**config.mk**
```make
export PLATFORM = sky130hd
export DESIGN_NAME = seven_seg_scan_ctrl_flat
export DESIGN_NICKNAME = d
export VERILOG_FILES = /design/src/rtl/seven_seg_scan_ctrl_if.sv /design/src/rtl/seven_seg_scan_ctrl.sv /design/src/flat_wrapper.sv
export SDC_FILE = /design/constraint.sdc
export NUM_CORES = 1
export LEC_CHECK = 0
export ABC_AREA = 1
export CAP_MARGIN = 20
export CORE_ASPECT_RATIO = 2
export CORE_UTILIZATION = 35
export CTS_CLUSTER_DIAMETER = 100
export DETAILED_ROUTE_END_ITERATION = 7
export HOLD_SLACK_MARGIN = 0.02
export SYNTH_ARGS = -nofsm -noshare
export SYNTH_HDL_FRONTEND = slang
export SYNTH_SLANG_ARGS = --single-unit
```
**constraint.sdc**
```tcl
create_clock -name clk -period 2.6 [get_ports clk]
set_clock_uncertainty 0.2 [all_clocks]
set_input_delay 0.78 -clock clk [delete_from_list [all_inputs] [get_ports clk]]
set_output_delay 0.78 -clock clk [all_outputs]
set_load 0.01 [all_outputs]
```
**src/rtl/seven_seg_scan_ctrl_if.sv**
```systemverilog
// rtl/seven_seg_scan_ctrl_if.sv - display-value load handshake for the seven-segment scan controller
interface seven_seg_scan_ctrl_if;
   logic        load_valid;
   logic [31:0] load_data;
   logic        load_ready;

   modport master (
      output load_valid,
      output load_data,
      input  load_ready
   );

   modport slave (
      input  load_valid,
      input  load_data,
      output load_ready
   );
endinterface

```
**src/rtl/seven_seg_scan_ctrl.sv**
```systemverilog
// rtl/seven_seg_scan_ctrl.sv - 8-digit seven-segment scan controller with guard blanking and frame-aligned loads
// Optional: LEADING_ZERO_BLANK_EN blanks digits above the most-significant nonzero nibble.
module seven_seg_scan_ctrl #(
   parameter int REFRESH_DIV  = 100000,
   parameter int GUARD_CYCLES = 16
) (
   input  logic                        clk,
   input  logic                        rst_n,
   seven_seg_scan_ctrl_if.slave        load,
   input  logic [7:0]                  digit_en,
   output logic [3:0]                  num,
   output logic [2:0]                  sel,
   output logic                        blank,
   output logic                        frame_tick
);

   localparam int CNT_MAX = (REFRESH_DIV > GUARD_CYCLES) ? REFRESH_DIV : GUARD_CYCLES;
   localparam int CW      = (CNT_MAX > 1) ? $clog2(CNT_MAX) : 1;
   localparam logic [CW-1:0] G_LAST = CW'(GUARD_CYCLES - 1);
   localparam logic [CW-1:0] R_LAST = CW'(REFRESH_DIV - 1);

   typedef enum logic {S_GUARD, S_ON} state_t;

   state_t        state_q, state_d;
   logic [CW-1:0] cnt_q, cnt_d;
   logic [2:0]    sel_q, sel_d;
   logic [3:0]    num_q, num_d;
   logic          blank_q, blank_d;
   logic          tick_q, tick_d;
   logic          ready_q, ready_d;
   logic [31:0]   active_q, active_d;
   logic [31:0]   pend_q, pend_d;
   logic          boundary;
   logic          lzb_blank;

`ifdef LEADING_ZERO_BLANK_EN
   logic [2:0] msnz;

   always_comb begin
      msnz = 3'd0;
      for (int k = 1; k < 8; k++) begin
         if (active_q[4*k +: 4] != 4'd0) msnz = 3'(k);
      end
   end

   // Only consulted for S_ON cycles, where active_q cannot change underneath it.
   assign lzb_blank = (sel_d > msnz);
`else
   assign lzb_blank = 1'b0;
`endif

   always_ff @(posedge clk or negedge rst_n) begin
      if (!rst_n) begin
         state_q  <= S_GUARD;
         cnt_q    <= '0;
         sel_q    <= 3'd0;
         num_q    <= 4'd0;
         blank_q  <= 1'b1;
         tick_q   <= 1'b0;
         ready_q  <= 1'b1;
         active_q <= 32'd0;
         pend_q   <= 32'd0;
      end else begin
         state_q  <= state_d;
         cnt_q    <= cnt_d;
         sel_q    <= sel_d;
         num_q    <= num_d;
         blank_q  <= blank_d;
         tick_q   <= tick_d;
         ready_q  <= ready_d;
         active_q <= active_d;
         pend_q   <= pend_d;
      end
   end

   always_comb begin
      state_d  = state_q;
      cnt_d    = cnt_q + 1'b1;
      sel_d    = sel_q;
      num_d    = num_q;
      ready_d  = ready_q;
      active_d = active_q;
      pend_d   = pend_q;
      boundary = 1'b0;

      if (state_q == S_GUARD) begin
         if (cnt_q == G_LAST) begin
            state_d = S_ON;
            cnt_d   = '0;
         end
      end else begin
         if (cnt_q == R_LAST) begin
            state_d  = S_GUARD;
            cnt_d    = '0;
            sel_d    = sel_q + 3'd1;
            boundary = (sel_q == 3'd7);
         end
      end

      // Accept and commit are mutually exclusive: accept needs pending empty, commit needs it full.
      if (load.load_valid && ready_q) begin
         pend_d  = load.load_data;
         ready_d = 1'b0;
      end else if (boundary && !ready_q) begin
         active_d = pend_q;
         ready_d  = 1'b1;
      end

      if (state_q == S_ON && state_d == S_GUARD) begin
         num_d = active_d[{sel_d, 2'b00} +: 4];
      end

      tick_d  = boundary;
      blank_d = (state_d == S_GUARD) | ~digit_en[sel_d] | lzb_blank;
   end

   assign num             = num_q;
   assign sel             = sel_q;
   assign blank           = blank_q;
   assign frame_tick      = tick_q;
   assign load.load_ready = ready_q;

endmodule
```
**src/flat_wrapper.sv**
```systemverilog
// flat-port wrapper written by rule: the top's interface ports become plain ports
module seven_seg_scan_ctrl_flat 
#(
   parameter int REFRESH_DIV  = 100000,
   parameter int GUARD_CYCLES = 16
)
  (clk, rst_n, digit_en, num, sel, blank, frame_tick, load_load_valid, load_load_data, load_load_ready);
  seven_seg_scan_ctrl_if load_i ();
  input  logic clk;
  input  logic rst_n;
  input  logic [7:0] digit_en;
  output logic [3:0] num;
  output logic [2:0] sel;
  output logic blank;
  output logic frame_tick;
  input wire logic [$bits(load_i.load_valid)-1:0] load_load_valid;
  input wire logic [$bits(load_i.load_data)-1:0] load_load_data;
  output wire logic [$bits(load_i.load_ready)-1:0] load_load_ready;
  assign load_i.load_valid = load_load_valid;
  assign load_i.load_data = load_load_data;
  assign load_load_ready = load_i.load_ready;
  seven_seg_scan_ctrl #(.REFRESH_DIV(REFRESH_DIV), .GUARD_CYCLES(GUARD_CYCLES)) u_core (.clk(clk), .rst_n(rst_n), .load(load_i), .digit_en(digit_en), .num(num), .sel(sel), .blank(blank), .frame_tick(frame_tick));
endmodule
```
==> results.txt <==
Setup violators final - 0
Worst-path fanout max - 3
FMAX - 0.412 GHz
Crit path arrival time - 1.45 ns
Minimum clock period - 2.43 ns
First-pass GRT wire length - 18100 µm
Final cell count without fillers - 760
Tightest Pin Transition - 0.425 ns
Asr flop ratio synth - 1.00
Number of global-route vias before repair - 3751
Syn Area/Cell - 8.22 µm²
First drt pass iteration count - 4
Starting DRC count in detailed routing - 254
Seq cells post-synth - 92
Synth Flop Type - dfrtp_1
Mapped Area - 4530 µm²
Worst Hold Class - in -> async
I/O Pins - 53
Top sig layer - met4
Rows - 58
Total CTS buffers - 9
Root Buffer - clkbuf_16
Overall Global Routing Usage - 0.183
Power Dens Cells - 533 nW/µm²
Post-CTS Hold Buffers - 0
Net count of the mapped netlist - 597
Clk buf depth - 2
Core footprint - 12600 µm²
Fin crit share - 0.933
WP buf/inv - 1
Post-route DRC - 0
Dpl hpwl - 8260 µm
Sequential share of the synthesized area - 0.509
M1 wire length - 4070 µm
H-tree lvl count - 3
Via density - 4.93
WP data required - 1.62 ns
Post CTS Setup Buffer Count - 0
RSZ-0062 raised after global routing - false
EDFF count, synth - 0
Cell Count Post-Placement - 743
Final Hold Vio Count - 0
Max IR drop VDD - 0.314 mV
CTS tree - yes
Post-route ant nets - 0
Slowest cell delay on critical path - 0.56 ns
Setup Total Neg Slack - 0 ns
Crit. Startpoint - u_core.load.load_ready
Initial antenna violation count - 0
MaxCap Viol Count - 0
Gpl congestion - 0.889
Met3 WL - 324 µm
Worst R2R End - u_core.num[2]
Largest net degree at the start of global routing - 43
Netlist cell types - 36
Final Max Tran Viols - 0
Layout area overhead - 23.2%
CP cell instances - clkdlybuf4s50_1
Worst r2r src - u_core.cnt_q[13]
ANT cells - 0
Worst slew margin - 0.716
Die width - 82.5 µm
Met2 wire length - 6360 µm
Critical Path Sink - load_load_ready
Share of cells above drive strength 1 - 0.0836
Cells after Synth - 551
Die area - 13400 µm²
Initial Utilization - 0.359
Clk_lat worst skew - 0.34 ns
Reg-to-reg setup timing slack - 0.23 ns
Port bufs - 52
Status - completed
CP Launch Type - register
Reg2reg path depth - 11
CP Depth - 1
Critical-path top delay cell - dfstp_2
Chip Height - 163 µm
WL/cell - 14.7 µm
CP Capture Type - output pin
Leakage power - 2.81 nW
Crit Path Category - reg -> out
Final net count - 651
Clock transition at path regs - 0.06 ns
GRT overflow - 0
Synth warn - 0
Total Wirelength - 11200 µm
TritonCTS Sinks - 92
Top cell family by delay on the critical path - flip-flops
Total number of vias - 3750
cell families (layout without fill, tap and decap cells):
logic type,after synthesis,in the layout,share of synthesized area
compound gates,63,63,0.0820
buf+inv,115,174,0.105
flops,92,92,0.509
fa+ha+maj,3,3,0.00829
simple gates,273,273,0.287
xor+xnor,5,5,0.00967
registers in the layout (all words and copies together) (netlist names):
signal                  count
u_core.frame_tick           1
u_core.active_q            32
u_core.cnt_q               17
u_core.load.load_ready      1
u_core.sel                  3
u_core.num                  4
u_core.pend_q              32
u_core.blank                1
u_core.state_q              1
how the worst min path moves through the flow:
stage,from,to,cells after the start
2_1_floorplan,u_core.cnt_q[0],u_core.cnt_q[0],1
3_3_place_gp,u_core.cnt_q[0],u_core.cnt_q[0],1
3_5_place_dp,u_core.cnt_q[0],u_core.cnt_q[0],1
4_1_cts,rst_n,u_core.pend_q[26],1
5_1_grt,rst_n,u_core.pend_q[26],1
6_report,rst_n,u_core.pend_q[26],1
metal layers:
metal	vias up	GRT usage
met2	83	0.334
li1	1845	-
met4	0	0.0893
met3	27	0.0291
met1	1795	0.196
met5	-	0
cell usage in the layout, fill, tap and decap left out, types with 3 or more instances in the layout:
cell,netlist,routed
ha_1,3,3
nand4_1,19,19
xor2_1,5,5
nand2_1,109,108
clkdlybuf4s50_1,0,51
inv_2,4,4
nand3_1,52,52
buf_4,3,10
or2_1,4,4
clkbuf_16,0,10
o21a_1,17,17
o211ai_1,4,4
clkinv_2,0,3
dfrtp_1,90,90
a21oi_1,36,36
nor4_1,3,3
buf_12,0,4
inv_1,87,86
and2_1,16,16
nor2_1,52,52
nor3b_1,3,3
o21ai_0,4,4
cells in the mapped netlist (2+ instances only):
master,n,area [µm²]
buf_6,3,33.8
nor2_2,2,12.5
nand2_1,109,409
nor3b_1,3,22.5
nor2_1,52,195
and2_1,16,100
clkbuf_1,9,33.8
inv_1,87,327
o21a_1,17,128
o211ai_1,4,30.0
xor2_1,5,43.8
buf_4,3,22.5
nor2_4,2,22.5
nand3_2,2,20.0
nand2_4,2,22.5
nand4_1,19,119
o21ai_0,4,20.0
a21oi_1,36,180
or2_1,4,25.0
ha_1,3,37.5
or2_2,2,12.5
dfrtp_1,90,2250
buf_2,7,35.0
nor4_1,3,18.8
dfstp_2,2,52.6
inv_2,4,15.0
nand3_1,52,260
per-stage QoR:
step / worst slack, ns / power, mW / instance area [µm²] / util / hold WS, ns
4_1_cts: 0.0708 / 3.01 / 5540 / 0.439 / 0.117
6_report: 0.175 / 2.98 / 5580 / 0.442 / 0.109
3_5_place_dp: 0.0930 / 1.72 / 5260 / 0.416 / 0.257
3_3_place_gp: 0.158 / 1.72 / 5260 / 0.416 / 0.244
5_1_grt: 0.0167 / 3.09 / 5580 / 0.442 / 0.111
2_1_floorplan: 0.543 / 1.59 / 4530 / - / 0.233
power by group:
part	total (mW)	internal [mW]	leakage (nW)	switching (mW)
Sequential	1.51	1.49	1.16	0.0220
Combinational	0.180	0.0873	1.51	0.0930
Clock	1.28	0.743	0.143	0.541
layout make-up:
cell class / count / area (µm²)
clock inverters: 5 / 53.8
repair buffers: 66 / 691
inverters: 92 / 348
flip-flops and latches: 92 / 2300
clock buffers: 11 / 233
well taps: 150 / 188
fillers: 1316 / 7050
multi-input cells: 344 / 1760
timing repair:
item,4_1_cts,5_1_grt
endpoints found under the setup margin,0,5
hold endpoints to repair,0,0
gates resized for setup,0,4
Note: power is estimated with default switching activity, not from simulation.
